## src/rtl/mem_stage_pkg.sv

```systemverilog
// Shared definitions for the EXE->MEM and MEM->WB buses, memory access sizes
// and the MEM-stage sequencing states.
package mem_stage_pkg;

  localparam int EXE_MEM_W = 156;
  localparam int MEM_WB_W  = 119;
  localparam int DATA_W    = 32;

  // EXE->MEM field offsets
  localparam int EM_CTRL_MSB  = 155;
  localparam int EM_CTRL_LSB  = 151;
  localparam int EM_RSVD      = 150;
  localparam int EM_SDATA_LSB = 118;
  localparam int EM_RES_LSB   = 86;
  localparam int EM_LO_LSB    = 54;
  localparam int EM_FLAGS_LSB = 48;
  localparam int EM_CP0R_LSB  = 40;
  localparam int EM_SYSCALL   = 39;
  localparam int EM_ERET      = 38;
  localparam int EM_RF_WEN    = 37;
  localparam int EM_WDEST_LSB = 32;
  localparam int EM_PC_LSB    = 0;

  typedef enum logic [1:0] {
    SIZE_BYTE = 2'b00,
    SIZE_HALF = 2'b01,
    SIZE_WORD = 2'b10,
    SIZE_ILL  = 2'b11
  } mem_size_e;

  typedef enum logic [1:0] {
    ST_IDLE      = 2'b00,
    ST_LOAD_WAIT = 2'b01,
    ST_DONE      = 2'b10
  } mem_state_e;

  typedef struct packed {
    logic      load;
    logic      store;
    mem_size_e size;
    logic      sign;
  } mem_ctrl_t;

endpackage

```

## src/rtl/mem_align.sv

```systemverilog
// Byte-lane steering for the data RAM: store enables and replicated write
// data, load lane extraction with zero/sign extension, and alignment checks.
module mem_align
  import mem_stage_pkg::*;
(
  input  logic              mem_op,
  input  mem_size_e         size,
  input  logic              sign,
  input  logic [1:0]        a,
  input  logic [DATA_W-1:0] store_data,
  input  logic [DATA_W-1:0] dm_rdata,
  output logic              addr_exc,
  output logic [3:0]        st_wen,
  output logic [DATA_W-1:0] st_wdata,
  output logic [DATA_W-1:0] ld_data
);

  function automatic logic [DATA_W-1:0] ext8(input logic signed [7:0] b, input logic sgn);
    logic signed [DATA_W-1:0] s;
    s = b;
    return sgn ? s : {24'b0, b};
  endfunction

  function automatic logic [DATA_W-1:0] ext16(input logic signed [15:0] h, input logic sgn);
    logic signed [DATA_W-1:0] s;
    s = h;
    return sgn ? s : {16'b0, h};
  endfunction

  // Aligned accesses only ever shift by a legal lane offset, so one shifter
  // serves byte, half and word loads alike.
  logic [DATA_W-1:0] lane_sh;
  assign lane_sh = dm_rdata >> {a, 3'b000};

  assign addr_exc = mem_op && ((size == SIZE_ILL) ||
                               (size == SIZE_HALF && a[0]) ||
                               (size == SIZE_WORD && a != 2'b00));

  always_comb begin
    st_wen   = 4'b0000;
    st_wdata = store_data;
    ld_data  = lane_sh;
    case (size)
      SIZE_BYTE: begin
        st_wen   = 4'b0001 << a;
        st_wdata = {4{store_data[7:0]}};
        ld_data  = ext8(lane_sh[7:0], sign);
      end
      SIZE_HALF: begin
        st_wen   = a[1] ? 4'b1100 : 4'b0011;
        st_wdata = {2{store_data[15:0]}};
        ld_data  = ext16(lane_sh[15:0], sign);
      end
      SIZE_WORD: begin
        st_wen = 4'b1111;
      end
      default: begin
        st_wen = 4'b0000;
      end
    endcase
  end

endmodule

```

## src/rtl/mem_stage.sv

```systemverilog
// Memory-access pipeline stage: drives the synchronous data RAM, covers its
// one-cycle read latency and write-back stalls, and forms the MEM->WB bus.
module mem_stage
  import mem_stage_pkg::*;
(
  input  logic                 clk,
  input  logic                 rst,
  input  logic                 MEM_valid,
  input  logic [EXE_MEM_W-1:0] EXE_MEM_bus_r,
  input  logic                 WB_allow_in,
  input  logic [DATA_W-1:0]    dm_rdata,
  output logic [DATA_W-1:0]    dm_addr,
  output logic [3:0]           dm_wen,
  output logic [DATA_W-1:0]    dm_wdata,
  output logic                 MEM_over,
  output logic [MEM_WB_W-1:0]  MEM_WB_bus,
  output logic [4:0]           MEM_wdest,
  output logic [DATA_W-1:0]    MEM_pc
);

  mem_ctrl_t         ctrl;
  logic [DATA_W-1:0] store_data, exe_result, lo_result, pc;
  logic [5:0]        hilo_cp0_flags;
  logic [7:0]        cp0r_addr;
  logic              syscall, eret, rf_wen;
  logic [4:0]        rf_wdest;
  logic              unused_rsvd;

  assign ctrl           = mem_ctrl_t'(EXE_MEM_bus_r[EM_CTRL_MSB:EM_CTRL_LSB]);
  assign unused_rsvd    = EXE_MEM_bus_r[EM_RSVD];
  assign store_data     = EXE_MEM_bus_r[EM_SDATA_LSB +: DATA_W];
  assign exe_result     = EXE_MEM_bus_r[EM_RES_LSB +: DATA_W];
  assign lo_result      = EXE_MEM_bus_r[EM_LO_LSB +: DATA_W];
  assign hilo_cp0_flags = EXE_MEM_bus_r[EM_FLAGS_LSB +: 6];
  assign cp0r_addr      = EXE_MEM_bus_r[EM_CP0R_LSB +: 8];
  assign syscall        = EXE_MEM_bus_r[EM_SYSCALL];
  assign eret           = EXE_MEM_bus_r[EM_ERET];
  assign rf_wen         = EXE_MEM_bus_r[EM_RF_WEN];
  assign rf_wdest       = EXE_MEM_bus_r[EM_WDEST_LSB +: 5];
  assign pc             = EXE_MEM_bus_r[EM_PC_LSB +: DATA_W];

  logic              addr_exc;
  logic [3:0]        st_wen;
  logic [DATA_W-1:0] st_wdata, ld_data;

  mem_align u_align (
    .mem_op     (ctrl.load | ctrl.store),
    .size       (ctrl.size),
    .sign       (ctrl.sign),
    .a          (exe_result[1:0]),
    .store_data (store_data),
    .dm_rdata   (dm_rdata),
    .addr_exc   (addr_exc),
    .st_wen     (st_wen),
    .st_wdata   (st_wdata),
    .ld_data    (ld_data)
  );

  mem_state_e        state;
  logic [DATA_W-1:0] ld_buf;
  logic              ld_req;

  assign ld_req = ctrl.load && !addr_exc;

  always_ff @(posedge clk) begin
    if (rst) begin
      state  <= ST_IDLE;
      ld_buf <= '0;
    end else if (!MEM_valid) begin
      state <= ST_IDLE;
    end else begin
      case (state)
        ST_IDLE: begin
          if (ld_req)
            state <= ST_LOAD_WAIT;
          else if (!WB_allow_in)
            state <= ST_DONE;
        end
        ST_LOAD_WAIT: begin
          ld_buf <= ld_data;
          state  <= WB_allow_in ? ST_IDLE : ST_DONE;
        end
        ST_DONE: begin
          if (WB_allow_in)
            state <= ST_IDLE;
        end
        default: state <= ST_IDLE;
      endcase
    end
  end

  // Writes are only issued from IDLE, so a stalled store never repeats.
  assign dm_addr  = exe_result;
  assign dm_wdata = st_wdata;
  assign dm_wen   = (state == ST_IDLE && MEM_valid && ctrl.store && !addr_exc) ? st_wen : 4'b0000;

  always_comb begin
    MEM_over = 1'b0;
    if (MEM_valid) begin
      case (state)
        ST_IDLE:      MEM_over = !ld_req;
        ST_LOAD_WAIT: MEM_over = 1'b1;
        ST_DONE:      MEM_over = 1'b1;
        default:      MEM_over = 1'b0;
      endcase
    end
  end

  logic [DATA_W-1:0] mem_result;

  always_comb begin
    mem_result = exe_result;
    if (ld_req)
      mem_result = (state == ST_DONE) ? ld_buf : ld_data;
  end

  assign MEM_WB_bus = {addr_exc, mem_result, lo_result, hilo_cp0_flags, cp0r_addr,
                       syscall, eret, rf_wen && !addr_exc, rf_wdest, pc};
  assign MEM_wdest  = rf_wdest & {5{MEM_valid}};
  assign MEM_pc     = pc;

endmodule

```

## config.mk

```make
export PLATFORM = sky130hd
export DESIGN_NAME = mem_stage
export DESIGN_NICKNAME = d
export VERILOG_FILES = /design/src/rtl/mem_stage_pkg.sv /design/src/rtl/mem_align.sv /design/src/rtl/mem_stage.sv
export SDC_FILE = /design/constraint.sdc
export NUM_CORES = 1
export LEC_CHECK = 0
export CAP_MARGIN = 30
export CORE_AREA = 3 3 161 163
export DETAILED_ROUTE_END_ITERATION = 12
export DIE_AREA = 0 0 164 166
export PLACE_DENSITY = 0.57
export SYNTH_ARGS = -nofsm -noshare
export SYNTH_HDL_FRONTEND = slang
export SYNTH_SLANG_ARGS = --single-unit
```

## constraint.sdc

```tcl
create_clock -name clk -period 1.8 [get_ports clk]
set_input_delay 0.18 -clock clk [delete_from_list [all_inputs] [get_ports clk]]
set_output_delay 0.18 -clock clk [all_outputs]
set_load 0.02 [all_outputs]
```

## Yosys cells after proc, flatten, opt, wreduce, memory -nomap -nowiden

Cells that the tools add are included.

| word-level totals | value |
|---|---|
| register bits | 34 |
| output and inout bits | 225 |
| bits of input ports | 192 |
| word-level logic and storage cells | 49 |

| operators by class | value |
|---|---|
| bitwise operators | 3 |
| reductions and logical operators | 19 |
| muxes and demuxes | 16 |
| equality and inequality tests | 7 |
| shifts and indexed selects | 2 |

Operator list:

| operator | number |
|---|---|
| $mux W32 | 4 |
| $pmux W32 S2 | 2 |
| $shr A32 B5 Y32 | 1 |
| $pmux W4 S3 | 1 |
| $logic_and A1 B1 Y1 | 8 |
| $mux W2 | 4 |
| $mux W4 | 2 |
| $eq A2 B2 Y1 const B | 3 |
| $pmux W2 S3 | 1 |
| $and A5 B5 Y5 | 1 |
| $eq A2 B1 Y1 const B | 2 |
| $logic_not A2 Y1 | 2 |
| $reduce_and A2 Y1 | 2 |
| $reduce_or A2 Y1 | 2 |
| $shl A1 B2 Y4 const A | 1 |
| $ne A3 B3 Y1 const B | 1 |
| $logic_not A1 Y1 | 2 |
| $logic_or A1 B1 Y1 | 2 |
| $ne A2 B2 Y1 const B | 1 |
| $pmux W1 S2 | 1 |
| $reduce_bool A2 Y1 | 1 |
| $mux W1 | 1 |
| $not A1 Y1 | 1 |
| $or A1 B1 Y1 | 1 |

## Depth between registers and ports, before layout

Gate-level depths: netlist (run 1).

| logic depth | value |
|---|---|
| depth after elaboration | 10 |
| gate-level depth with buffers | 8 |
| gate-level depth less buffers | 6 |

## Cells and area by module

Synthesis (run 1) repeated with hierarchy kept, for this count alone.

| unflattened totals | value |
|---|---|
| cells, all modules | 611 |
| area total of the unflattened synthesis | 4576.9 um^2 |

Modules (own cells, without submodules):

| module | area an instance (um^2) | sequential area each (um^2) | instances | cells each |
|---|---|---|---|---|
| mem_stage | 3199.3 | 680.7 | 1 | 432 |
| mem_align | 1377.6 | 0.0 | 1 | 179 |

## Least setup slack after synthesis (run 1)

Ideal clock, no wire load.

| timing path | value |
|---|---|
| kind | input to output |
| start point | input port EXE_MEM_bus_r[87] |
| end point | output port MEM_WB_bus[110] |
| data required time | 1.620 ns |
| path slack | -0.189 ns |
| arrival time | 1.809 ns |
| stages | 5 |
| path buffers | 2 |
| path through | buf_2 -> buf_2 -> nor3_1 -> nand2_1 -> a221oi_1 |

| between the ends | value |
|---|---|
| cells in the longest elaborated chain, start to end | 7 |
| elaborated cells on any way between the ends | 12 |
| those cells by class | shift (1); mux (5); reduce/logical (6) |

RTL lines:

| element | RTL line | RTL |
|---|---|---|
| from (decl) | mem_stage.sv:9 | `input logic [EXE_MEM_W-1:0] EXE_MEM_bus_r,` |
| branches (longest 6 deep; another with $shr A32 B5 Y32) | - |  |
| $mux W32 * | mem_stage.sv:113 | `if (ld_req)` |
| to (decl) | mem_stage.sv:16 | `output logic [MEM_WB_W-1:0] MEM_WB_bus,` |

Every way passes the cells marked *.

## Final worst setup path (run 1)

| timing path | value |
|---|---|
| start point | input port EXE_MEM_bus_r[86] |
| end point | output port MEM_WB_bus[114] |

| between the ends | value |
|---|---|
| cells in the longest elaborated chain, start to end | 7 |
| elaborated cells on any way between the ends | 14 |
| those cells by class | shift (1); mux (5); reduce/logical (8) |

RTL lines:

| element | RTL line |
|---|---|
| branches (longest 6 deep; another with $shr A32 B5 Y32) | - |
| $mux W32 * | mem_stage.sv:113 |

Marked as above.

==> results.cfg, run 1 <==
[hold_path]
min_path_type = input port to flop

[layout]
n_fill_cell = 2592
area_growth_pct = 65.5
final_cells = 1001
final_cell_mix = clkdlybuf4s50_1 (149), buf_4 (75), nand2_1 (72)
drive_above_1_share = 0.340
finalNetCount = 871
final_common_cell = clkdlybuf4s50_1
finalCoreUtilization = 0.288

[yosys]
syn-instance-count = 553
synth_seq_cells = 34
ys_types = 39
yosysTopAreaCell = buf_4
syn-num-nets = 749
synth_area_um2 = 4260
async_reset_ff_frac = 0
synth-edff-count = 0
syn_avg_cell_area_um2 = 7.70
ys_top_cells_by_area = buf_4 (28%), dfxtp_1 (16%), mux2_2 (6.9%)
yosysWarnings = 0
synthFlopType = dfxtp_1
netlist.area_leader.share = 0.278
synth-seq-area-share = 0.160

[routing]
drtPass1Iterations = 6
drt-total-wl_um = 19100
wl_per_cell_um = 19.1
drc = 0
viasPerCell = 4.20
ant_nets = 0
drt_iter0_markers = 149
num_vias = 4206

[placement]
dp_hpwl_um = 15500
dp.cells = 973
place_ws_ps = -989
io_buffers = 223
gp_congestion = 0.784

[die]
initial_core_util = 0.174
core_um2 = 24500
dieHeight_um = 166
die-width_um = 164
die_area_um2 = 27200
num_rows = 57
num_io_pins = 417

[timing]
setup_ws_ps = -183
worstMarginPinSlew_ps = 444
slew_viol_final = 0
rsz0062_at_grt = true
setup_tns_ps = -3450
finClkSkew_ps = 3.37
finalSetupViolCount = 24
fin_crit_ps = 1980
fmaxAchievable_ghz = 0.504
max_slew_margin = 0.701
finalHoldViolations = 0
finalCritPeriodShare = 1.10

[cts]
clk_pin_slew_ps = 60
htreeDepth = 2
hold_buffers = 0
root_buffer = clkbuf_16
cts_made_buffers = 5
worst_skew_pair.late_latency_ps = 280
cts_tree = done
ctsLongestPathBuffers = 2
cts_sinks = 34

[global_routing]
grt.total_usage = 0.134
grt_pass1_wl_um = 27800
grt_pass1_vias = 4351
grt_start_max_net_pins = 35
antenna_found_initial = 5
grt_overflow = 0

[critical_path]
path_max_fanout = 8
r2r_setup_slack_ps = 180
crit_path_start_kind = input port
required_ps = 1620
worstSetupEndpointType = output pin
arrival_ps = 1800
crit_type = input port to output pin

[power]
power-per-cell-area_nw_per_um2 = 495
vdd_ir_drop_max_uv = 321
total_power_mw = 3.49
leakage_nw = 2.78

[flow_run]
cap_violations = 0

[outcome]
violations = setup timing
status = finished, violations left
## final timing paths
kind                     startpoint              end  cells past startpoint
setup / recovery  EXE_MEM_bus_r[86]  MEM_WB_bus[114]                      7
hold / removal         dm_rdata[31]       ld_buf[31]                      3
setup reg to reg           state[1]       ld_buf[18]                      8
hold reg to reg           ld_buf[6]        ld_buf[6]                      2
## area by class of cell
type	count	area, um^2	share of cell area
Multi-Input combinational cell	303	2610	0.370
Clock buffer	7	143	0.0202
Tap cell	324	405	0.0575
Clock inverter	1	5.00	0.000710
Antenna cell	1	2.50	0.000355
Inverter	20	80.1	0.0114
Timing Repair Buffer	311	3120	0.443
Sequential cell	34	683	0.0969
## stage by stage
step	hold WS [ps]	area, um^2
2_1_floorplan	380	4590
3_3_place_gp	360	6490
3_5_place_dp	360	6490
4_1_cts	282	6850
5_1_grt	360	7050
6_report	313	7050
## logic make-up (layout without fill, tap and decap cells)
| kind of cell | Yosys count | after routing | share of synthesized area |
|---|---|---|---|
| and+or+nand+nor | 142 | 142 | 0.142 |
| other | 0 | 1 | 0 |
| DFF | 34 | 34 | 0.160 |
| adders and majority gates | 4 | 4 | 0.0118 |
| AOI/OAI and AO/OA | 97 | 97 | 0.170 |
| buffers and inverters | 216 | 339 | 0.341 |
| muxes | 60 | 60 | 0.175 |
## state kept, by name, summed over array words and instances (netlist names)
signal	cells
ld_buf	32
state	2
## power by group
| group | internal (mW) | switching (mW) |
|---|---|---|
| clock network | 0.549 | 0.328 |
| logic | 0.962 | 0.874 |
| registers | 0.768 | 0.00914 |
## timing repair
action / 4_1_cts / 5_1_grt
gates resized for setup: 255 / 32
cloned: 3 / 1
buffers inserted: 9 / 11
pin swaps: 16 / 10
setup endpoints to repair: 63 / 67
## worst max-delay path, stage by stage
cell      delay, ps
buf_12          120
mux2_4          300
mux4_2          510
a21oi_4         280
buf_12          190
a221oi_4         70
buf_6           150
## synthesized netlist by cell type, drive strengths merged (4+ instances only)
| cell type | number |
|---|---|
| nor2 | 33 |
| nand2 | 72 |
| a211oi | 8 |
| mux2i | 25 |
| o21ai | 19 |
| ha | 4 |
| mux2 | 26 |
| inv | 20 |
| a221oi | 16 |
| buf | 176 |
| clkbuf | 20 |
| and2 | 6 |
| o41ai | 7 |
| dfxtp | 34 |
| nor3 | 19 |
| a21oi | 16 |
| o221ai | 7 |
| mux4 | 9 |
| a311oi | 16 |
## per-layer routing
| metal | vias to the layer above | global-route usage | wire length, um | part of all wire |
|---|---|---|---|---|
| met2 | 202 | 0.249 | 9990 | 0.52 |
| met3 | 50 | 0.0312 | 1550 | 0.081 |
| met1 | 1934 | 0.150 | 7090 | 0.37 |
| met4 | 4 | 0.0368 | 474 | 0.025 |
| li1 | 2016 | - | - | - |
| met5 | - | 0 | 21 | 0.0011 |
No activity file was read; power rests on OpenSTA's default activity.
==> inputs of run 2 (changes only) <==
--- a/config.mk
+++ b/config.mk
@@ -5,11 +5,11 @@
 export SDC_FILE = /design/constraint.sdc
 export NUM_CORES = 1
 export LEC_CHECK = 0
-export CAP_MARGIN = 30
 export CORE_AREA = 3 3 161 163
 export DETAILED_ROUTE_END_ITERATION = 12
 export DIE_AREA = 0 0 164 166
 export PLACE_DENSITY = 0.57
+export SKIP_LAST_GASP = 1
 export SYNTH_ARGS = -nofsm -noshare
 export SYNTH_HDL_FRONTEND = slang
 export SYNTH_SLANG_ARGS = --single-unit
==> results.cfg, run 2 (same netlist as run 1, synthesis figures left out) <==
[global_routing]
grt_start_max_net_pins = 35
grt.total_usage = 0.134
grt_pass1_wl_um = 27800
grt_pass1_vias = 4343
antenna_found_initial = 5
grt_overflow = 0

[layout]
final_cells = 1002
largestRegisters = ld_buf: 32 flops, state: 2 flops
final_cell_mix = clkdlybuf4s50_1 (150), buf_4 (78), nand2_1 (72)
fin_area_um2 = 7050
drive_above_1_share = 0.341
ff_latch_area_um2 = 683
final_common_cell = clkdlybuf4s50_1
finalNetCount = 872
area_growth_pct = 65.6
top_register = ld_buf
n_fill_cell = 2595
largest_reg_flops = 32
multi_input_area_um2 = 2610

[critical_path]
worstSetupEndpointType = output pin
crit_path_start_kind = input port
required_ps = 1620
crit_start = EXE_MEM_bus_r[86]
arrival_ps = 1800
r2r_start = state[1]
path_max_fanout = 8
crit_type = input port to output pin

[power]
power-per-cell-area_nw_per_um2 = 495
leakage_nw = 2.79
vdd_ir_drop_max_uv = 321
total_power_mw = 3.49

[routing]
drt-total-wl_um = 19100
ant_nets = 0
wl_per_cell_um = 19.1
num_vias = 4211
viasPerCell = 4.20
drt_iter0_markers = 179
drc = 0
drtPass1Iterations = 4

[die]
die-width_um = 164
dieHeight_um = 166
core_um2 = 24500
num_io_pins = 417
initial_core_util = 0.174
die_area_um2 = 27200
num_rows = 57

[timing]
worstMarginPinSlew_ps = 444
finalSetupViolCount = 23
finalCritPeriodShare = 1.10
rsz0062_at_grt = true
fin_crit_ps = 1980
finalHoldViolations = 0
fmaxAchievable_ghz = 0.505
max_slew_margin = 0.701
slew_viol_final = 0
setup_ws_ps = -181
whs_ps = 313
finClkSkew_ps = 2.45

[placement]
io_buffers = 223
place_ws_ps = -989
gp_congestion = 0.784
dp_hpwl_um = 15500
placed_area_um2 = 6490
dp.cells = 973

[cts]
ctsLongestPathBuffers = 2
cts_sinks = 34
htreeDepth = 2
cts_made_buffers = 5
clk_pin_slew_ps = 60
root_buffer = clkbuf_16
hold_buffers = 0
cts_tree = done
worst_skew_pair.late_latency_ps = 270

[hold_path]
min_path_type = input port to flop
min_from = dm_rdata[31]

[flow_run]
cap_violations = 0

[outcome]
violations = setup timing
status = finished, violations left
-- run 2: cell types whose count changed in the layout (fill, tap and decap cells not counted) --
cell and change:
dlymetal6s2s_1 +1, buf_2 -1, clkdlybuf4s50_1 +1, buf_8 -1
dlygate4sd2_1 -2, buf_4 +3
-- run 2: per-stage QoR --
| stage | util | TNS, ps |
|---|---|---|
| finish | 0.288 | -3410 |
| global route | 0.288 | -5760 |
| CTS | 0.281 | -4460 |
| detailed placement | 0.265 | -49600 |
| global placement | 0.265 | -48860 |
| floorplan | - | -944 |
-- run 2: report_power, final --
part	internal, mW	switching [mW]	leakage [nW]
clock network	0.549	0.329	0.0739
registers	0.768	0.00917	0.276
logic	0.964	0.874	2.44
total	2.28	1.21	2.79
-- run 2: final cells by class --
class / count / share of cell area
well taps: 324 / 0.0575
flip-flops and latches: 34 / 0.0968
multi-input cells: 303 / 0.370
repair buffers: 312 / 0.443
diodes: 1 / 0.000355
clock buffers: 7 / 0.0202
clock inverters: 1 / 0.000709
inverters: 20 / 0.0114
-- run 2: repair_timing --
| item | in CTS | in global routing |
|---|---|---|
| gates resized for setup | 247 | 38 |
| pin swaps | 16 | 9 |
| endpoints found under the setup margin | 63 | 67 |
| cloned | 3 | 1 |
| buffers inserted | 9 | 12 |
-- run 2: critical path: stages --
cell	delay [ps]
buf_12	120
mux2_4	300
mux4_2	510
a21oi_4	280
buf_12	190
a221oi_2	60
buf_4	160
-- run 2: worst paths after layout --
path / endpoint / slack [ps] / cells after the start
min reg2reg: ld_buf[14] / 450 / 2
max reg2reg: ld_buf[29] / 170 / 8
max: MEM_WB_bus[105] / -180 / 7
min: ld_buf[31] / 310 / 3
-- run 2: routing by layer --
metal | routed length [um] | share of wire | track usage | vias up
met5 | 21 | 0.0011 | 0 | -
met4 | 465 | 0.024 | 0.0368 | 4
met3 | 1500 | 0.078 | 0.0312 | 49
met2 | 9990 | 0.52 | 0.248 | 196
met1 | 7130 | 0.37 | 0.150 | 1944
li1 | - | - | - | 2018
